## src/rtl/sipo_pkg.sv

```systemverilog
// Shared constants for the serial-in/parallel-out receiver: FSM encoding,
// shift direction names and the counter width helper.
package sipo_pkg;

  localparam logic [0:0] ST_IDLE  = 1'b0;
  localparam logic [0:0] ST_SHIFT = 1'b1;

  localparam string DIR_LEFT  = "LEFT";
  localparam string DIR_RIGHT = "RIGHT";

  // Bits needed to hold values 0..value-1.
  function automatic int clog2(input int value);
    int result;
    int v;
    result = 0;
    v = value - 1;
    while (v > 0) begin
      result = result + 1;
      v = v >> 1;
    end
    return result;
  endfunction

endpackage

```

## src/rtl/sipo_shift_core.sv

```systemverilog
// Shift register plus bit counter. Flags the edge at which a word completes and
// presents that word combinationally so the caller can capture it on the same edge.
module sipo_shift_core
  import sipo_pkg::*;
#(
  parameter int WORD_WIDTH = 8,
  parameter bit SHIFT_LEFT = 1'b1,
  localparam int CW = clog2(WORD_WIDTH + 1)
) (
  input  logic                  clock,
  input  logic                  aclr,
  input  logic                  sclr,
  input  logic                  shift_en,
  input  logic                  restart,
  input  logic                  shiftin,
  output logic [WORD_WIDTH-1:0] word,
  output logic [CW-1:0]         count,
  output logic                  done
);

  logic [WORD_WIDTH-1:0] sr_q;
  logic [WORD_WIDTH-1:0] sr_base;
  logic [WORD_WIDTH-1:0] sr_d;
  logic [CW-1:0]         count_q;
  logic [CW-1:0]         count_inc;

  // A restart discards the partial word so no stale bits leak into the new one.
  assign sr_base = restart ? '0 : sr_q;

  generate
    if (WORD_WIDTH == 1) begin : g_single
      assign sr_d = shiftin;
    end else if (SHIFT_LEFT) begin : g_left
      assign sr_d = {sr_base[WORD_WIDTH-2:0], shiftin};
    end else begin : g_right
      assign sr_d = {shiftin, sr_base[WORD_WIDTH-1:1]};
    end
  endgenerate

  assign count_inc = restart ? CW'(1) : count_q + CW'(1);
  assign done      = shift_en && (count_inc == CW'(WORD_WIDTH));
  assign word      = sr_d;
  assign count     = count_q;

  always_ff @(posedge clock or posedge aclr) begin
    if (aclr) begin
      sr_q    <= '0;
      count_q <= '0;
    end else if (sclr) begin
      sr_q    <= '0;
      count_q <= '0;
    end else if (shift_en) begin
      sr_q    <= sr_d;
      count_q <= done ? '0 : count_inc;
    end
  end

endmodule

```

## src/rtl/sipo_deserializer.sv

```systemverilog
// Framed serial receiver: IDLE/SHIFT FSM, 1-deep valid/ready output buffer and
// sticky overrun / framing-error flags around the shift core.
module sipo_deserializer
  import sipo_pkg::*;
#(
  parameter int    WORD_WIDTH      = 8,
  parameter string SHIFT_DIRECTION = "LEFT",
  localparam int   CW              = clog2(WORD_WIDTH + 1)
) (
  input  logic                  clock,
  input  logic                  aclr,
  input  logic                  sclr,
  input  logic                  enable,
  input  logic                  shiftin,
  input  logic                  frame,
  input  logic                  out_ready,
  output logic [WORD_WIDTH-1:0] data_out,
  output logic                  out_valid,
  output logic                  busy,
  output logic [CW-1:0]         bit_count,
  output logic                  overrun,
  output logic                  frame_err
);

  localparam bit SHIFT_LEFT = (SHIFT_DIRECTION != DIR_RIGHT);

  logic [0:0]            state_q,   state_d;
  logic [WORD_WIDTH-1:0] data_q,    data_d;
  logic                  valid_q,   valid_d;
  logic                  overrun_q, overrun_d;
  logic                  ferr_q,    ferr_d;

  logic                  shift_en;
  logic                  restart;
  logic [WORD_WIDTH-1:0] core_word;
  logic                  core_done;

  // In IDLE only a framed bit is accepted; in SHIFT every strobed bit is.
  assign shift_en = enable && (frame || (state_q == ST_SHIFT));
  assign restart  = enable && frame;

  sipo_shift_core #(
    .WORD_WIDTH (WORD_WIDTH),
    .SHIFT_LEFT (SHIFT_LEFT)
  ) u_core (
    .clock    (clock),
    .aclr     (aclr),
    .sclr     (sclr),
    .shift_en (shift_en),
    .restart  (restart),
    .shiftin  (shiftin),
    .word     (core_word),
    .count    (bit_count),
    .done     (core_done)
  );

  always_comb begin
    state_d   = state_q;
    data_d    = data_q;
    valid_d   = valid_q;
    overrun_d = overrun_q;
    ferr_d    = ferr_q;

    if (shift_en) begin
      state_d = core_done ? ST_IDLE : ST_SHIFT;
    end
    if (enable && frame && (state_q == ST_SHIFT)) begin
      ferr_d = 1'b1;
    end

    // A completing word may replace a word being consumed on the same edge.
    if (core_done) begin
      if (!valid_q || out_ready) begin
        data_d  = core_word;
        valid_d = 1'b1;
      end else begin
        overrun_d = 1'b1;
      end
    end else if (valid_q && out_ready) begin
      valid_d = 1'b0;
    end
  end

  always_ff @(posedge clock or posedge aclr) begin
    if (aclr) begin
      state_q   <= ST_IDLE;
      data_q    <= '0;
      valid_q   <= 1'b0;
      overrun_q <= 1'b0;
      ferr_q    <= 1'b0;
    end else if (sclr) begin
      state_q   <= ST_IDLE;
      data_q    <= '0;
      valid_q   <= 1'b0;
      overrun_q <= 1'b0;
      ferr_q    <= 1'b0;
    end else begin
      state_q   <= state_d;
      data_q    <= data_d;
      valid_q   <= valid_d;
      overrun_q <= overrun_d;
      ferr_q    <= ferr_d;
    end
  end

  assign data_out  = data_q;
  assign out_valid = valid_q;
  assign busy      = (state_q == ST_SHIFT);
  assign overrun   = overrun_q;
  assign frame_err = ferr_q;

endmodule
```

## config.mk

```make
export PLATFORM = sky130hd
export DESIGN_NAME = sipo_deserializer
export DESIGN_NICKNAME = d
export VERILOG_FILES = /design/src/rtl/sipo_pkg.sv /design/src/rtl/sipo_shift_core.sv /design/src/rtl/sipo_deserializer.sv
export SDC_FILE = /design/constraint.sdc
export NUM_CORES = 1
export LEC_CHECK = 0
export ABC_AREA = 1
export CORE_MARGIN = 5
export CORE_UTILIZATION = 44
export CTS_CLUSTER_DIAMETER = 40
export DETAILED_ROUTE_END_ITERATION = 6
export PLACE_DENSITY = 0.73
export SLEW_MARGIN = 0
export SYNTH_ARGS = -nofsm -noshare
export SYNTH_HDL_FRONTEND = slang
export SYNTH_SLANG_ARGS = --single-unit
```

## constraint.sdc

```tcl
create_clock -name clock -period 1.3 [get_ports clock]
set_input_delay 0.26 -clock clock [delete_from_list [all_inputs] [get_ports clock]]
set_output_delay 0.26 -clock clock [all_outputs]
set_load 0.02 [all_outputs]
```

==> results.json <==
{
  "dieHeight_um": 59.9,
  "vias": 1059,
  "worst_setup_path_end_kind": "flop",
  "setup-violations-final": 14,
  "period_needed_ns": 1.42,
  "ys_seq_area_share_pct": 52.5,
  "fmax_mhz": 704,
  "antenna_left": 0,
  "dieWidth_um": 59.9,
  "start_util_pct": 45.1,
  "required_ns": 1.53,
  "drt_iter0_markers": 46,
  "die_area_mm2": 0.00359,
  "pwr_density_cell_mw_per_mm2": 841,
  "dp_hpwl_mm": 2.02,
  "syn_avg_cell_area_um2": 8.24,
  "max_slew_margin_pct": 80.1,
  "period_share_pct": 109,
  "rsz0062_at_grt": "true",
  "clk_pin_slew_worst_paths_ns": 0.14,
  "area_delta_synth_final_pct": 47.4,
  "post-route-util_pct": 66.4,
  "path_cells": "ha_4 > nor2_4 > nand2_1 > nor2_2 > nand3_4 > nand3_2 > nand2_1",
  "worstSetupPathType": "reg2reg",
  "finalHoldViolCount": 0,
  "fillers": 205,
  "io_pins": 23,
  "synth.distinct_cells": 19,
  "maxCapViolations": 0,
  "syn-cell-area_mm2": 0.00110,
  "hp-class": "in2async",
  "portBuffers": 22,
  "status": "complete, but fails checks",
  "finalClockSkew_ns": 0.00447,
  "worst_pin_slew_ns": 0.299,
  "worstSkewPairLatency_ns": 0.33,
  "vdd_ir_drop_max_v": 0.000768,
  "num_rows": 18,
  "ys_warn_count": 0,
  "synth_nets": 141,
  "cts_buffers": 3,
  "h-tree-depth": 1,
  "gr-total-overflow": 0,
  "yosys_register_bits": 23,
  "path_buf_inv": 0,
  "whs_ns": 0.256,
  "start_kind": "flop",
  "grt_pass1_vias": 1129,
  "worst-endpoint-arrival_ns": 1.65,
  "drcViolationCount": 0,
  "grt_usage_pct": 17.6,
  "clock_path_buffers": 2,
  "root_buffer": "clkbuf_4",
  "violations": "negative setup slack",
  "critical_path.max_fanout": 8,
  "syn_inst": 133,
  "p_leak_nw": 0.779,
  "hold_buffers": 0,
  "fin_nets": 187,
  "core_region_area_mm2": 0.00243,
  "wire_per_inst_um": 14.2,
  "slew_violations": 0,
  "cts_tree": "done",
  "critPathMaxStageDelay_ns": 0.45,
  "cpLargestDelayFamily": "simple AND/OR/NAND/NOR gates",
  "setup-tns-final_ns": -1.06,
  "cts.sinks": 23,
  "grt_first_pass_wirelength_mm": 4.82,
  "routed_wirelength_mm": 2.95,
  "insertedDiodeCount": 0,
  "grt_max_degree": 24,
  "gp_congestion": 0.787,
  "final_layout_size_suffix_gt1_share_pct": 39.9,
  "critPathSlowestCell": "dfrtp_2",
  "fin_ws_ns": -0.121,
  "dr.pass1.iters": 4,
  "via_per_inst": 5.09,
  "antenna_found_initial": 0,
  "crit_path_frequent_cell": "nand2_1"
}
state kept, by name, summed over array words and instances (netlist names):
register	cells
u_core.count	4
frame_err	1
data_out	8
busy	1
out_valid	1
overrun	1
u_core.sr_q	7
report_power, final:
part | switching (mW) | internal (mW) | total [mW]
Combinational | 0.138 | 0.120 | 0.258
Clock | 0.237 | 0.116 | 0.353
Sequential | 0.0155 | 0.731 | 0.746
Total | 0.391 | 0.967 | 1.36
kinds of logic (layout without fill, tap and decap cells):
logic type      count (synthesis)  in the layout  synth area share, %
simple gates                   68             68                 28.1
buf+inv                        25             70                 10.0
flops                          23             23                 52.5
compound gates                 16             16                 8.22
fa+ha+maj                       1              1                 1.14
routing by layer:
metal	part of all wire [%]	global-route usage [%]
met5	0	0
met4	1.5	7.59
met3	5.5	2.81
met2	50	29.9
met1	43	22.0
area by class of cell:
cell class	instances	area [um^2]	area share [%]
clock buffers	3	22.5	1.39
multi-input cells	85	541	33.5
clock inverters	1	5.00	0.310
repair buffers	45	353	21.8
flip-flops and latches	23	578	35.8
well taps	30	37.5	2.32
inverters	21	78.8	4.88
cell usage after synthesis (all sizes together):
cell type / n / area, um^2
a21oi: 1 / 5.00
o22ai: 4 / 25.0
nand3: 23 / 120
buf: 4 / 31.3
o21a: 2 / 15.0
dfrtp: 23 / 576
nor3: 7 / 35.0
o21ai: 9 / 45.0
inv: 20 / 75.1
nand4: 2 / 12.5
nand2: 26 / 100
nor2: 10 / 40.0
ha: 1 / 12.5
clkinv: 1 / 3.75
final timing paths:
path / from / to / slack [ns] / cells past startpoint
hold / removal: aclr / overrun / 0.26 / 3
max in group asynchronous: aclr / u_core.count[1] / 0.79 / 3
setup reg to reg: u_core.count[1] / data_out[2] / -0.12 / 7
min in group clock: overrun / overrun / 0.50 / 2
hold reg to reg: overrun / overrun / 0.50 / 2
setup / recovery: u_core.count[1] / data_out[2] / -0.12 / 7
cells in the final DEF (no fill, tap or decap):
master,count
nand2_1,23
dfrtp_1,21
buf_4,20
inv_1,19
nand3_1,14
clkbuf_2,10
nand3_2,8
nor3_2,6
o21ai_0,6
clkdlybuf4s50_1,6
nor2_1,5
buf_6,4
o21ai_1,3
nor2_2,3
o22ai_1,3
clkbuf_4,3
clkdlybuf4s15_2,3
nand2_2,2
nand4_1,2
nor2_4,2
o21a_1,2
dfrtp_2,2
nand2_4,1
inv_2,1
a21oi_2,1
o22ai_2,1
clkinv_1,1
nand3_4,1
nor3_1,1
ha_4,1
clkinv_2,1
dlygate4sd2_1,1
buf_2,1
per-stage QoR:
| stage | instance area, um^2 | cells | worst slack, ns | power (mW) |
|---|---|---|---|---|
| after floorplan | 1130 | 133 | -0.0546 | 0.871 |
| after detailed placement | 1500 | 200 | -0.426 | 0.985 |
| after global routing | 1620 | 208 | -0.185 | 1.40 |
| after CTS | 1610 | 208 | -0.112 | 1.34 |
| final | 1620 | 208 | -0.121 | 1.36 |
| after global placement | 1500 | 200 | -0.361 | 0.980 |
worst register-to-register path: stages, from the launching register on:
cell and delay (ns):
dfrtp_2 0.45, ha_4 0.26, nor2_4 0.09, nand2_1 0.07
nor2_2 0.13, nand3_4 0.15, nand3_2 0.11, nand2_1 0.07
what timing repair did:
item,4_1_cts,5_1_grt
setup endpoints to repair,27,32
buffers inserted,4,0
pin swaps,4,6
gates resized for setup,51,27
Note: power is estimated with default switching activity, not from simulation.
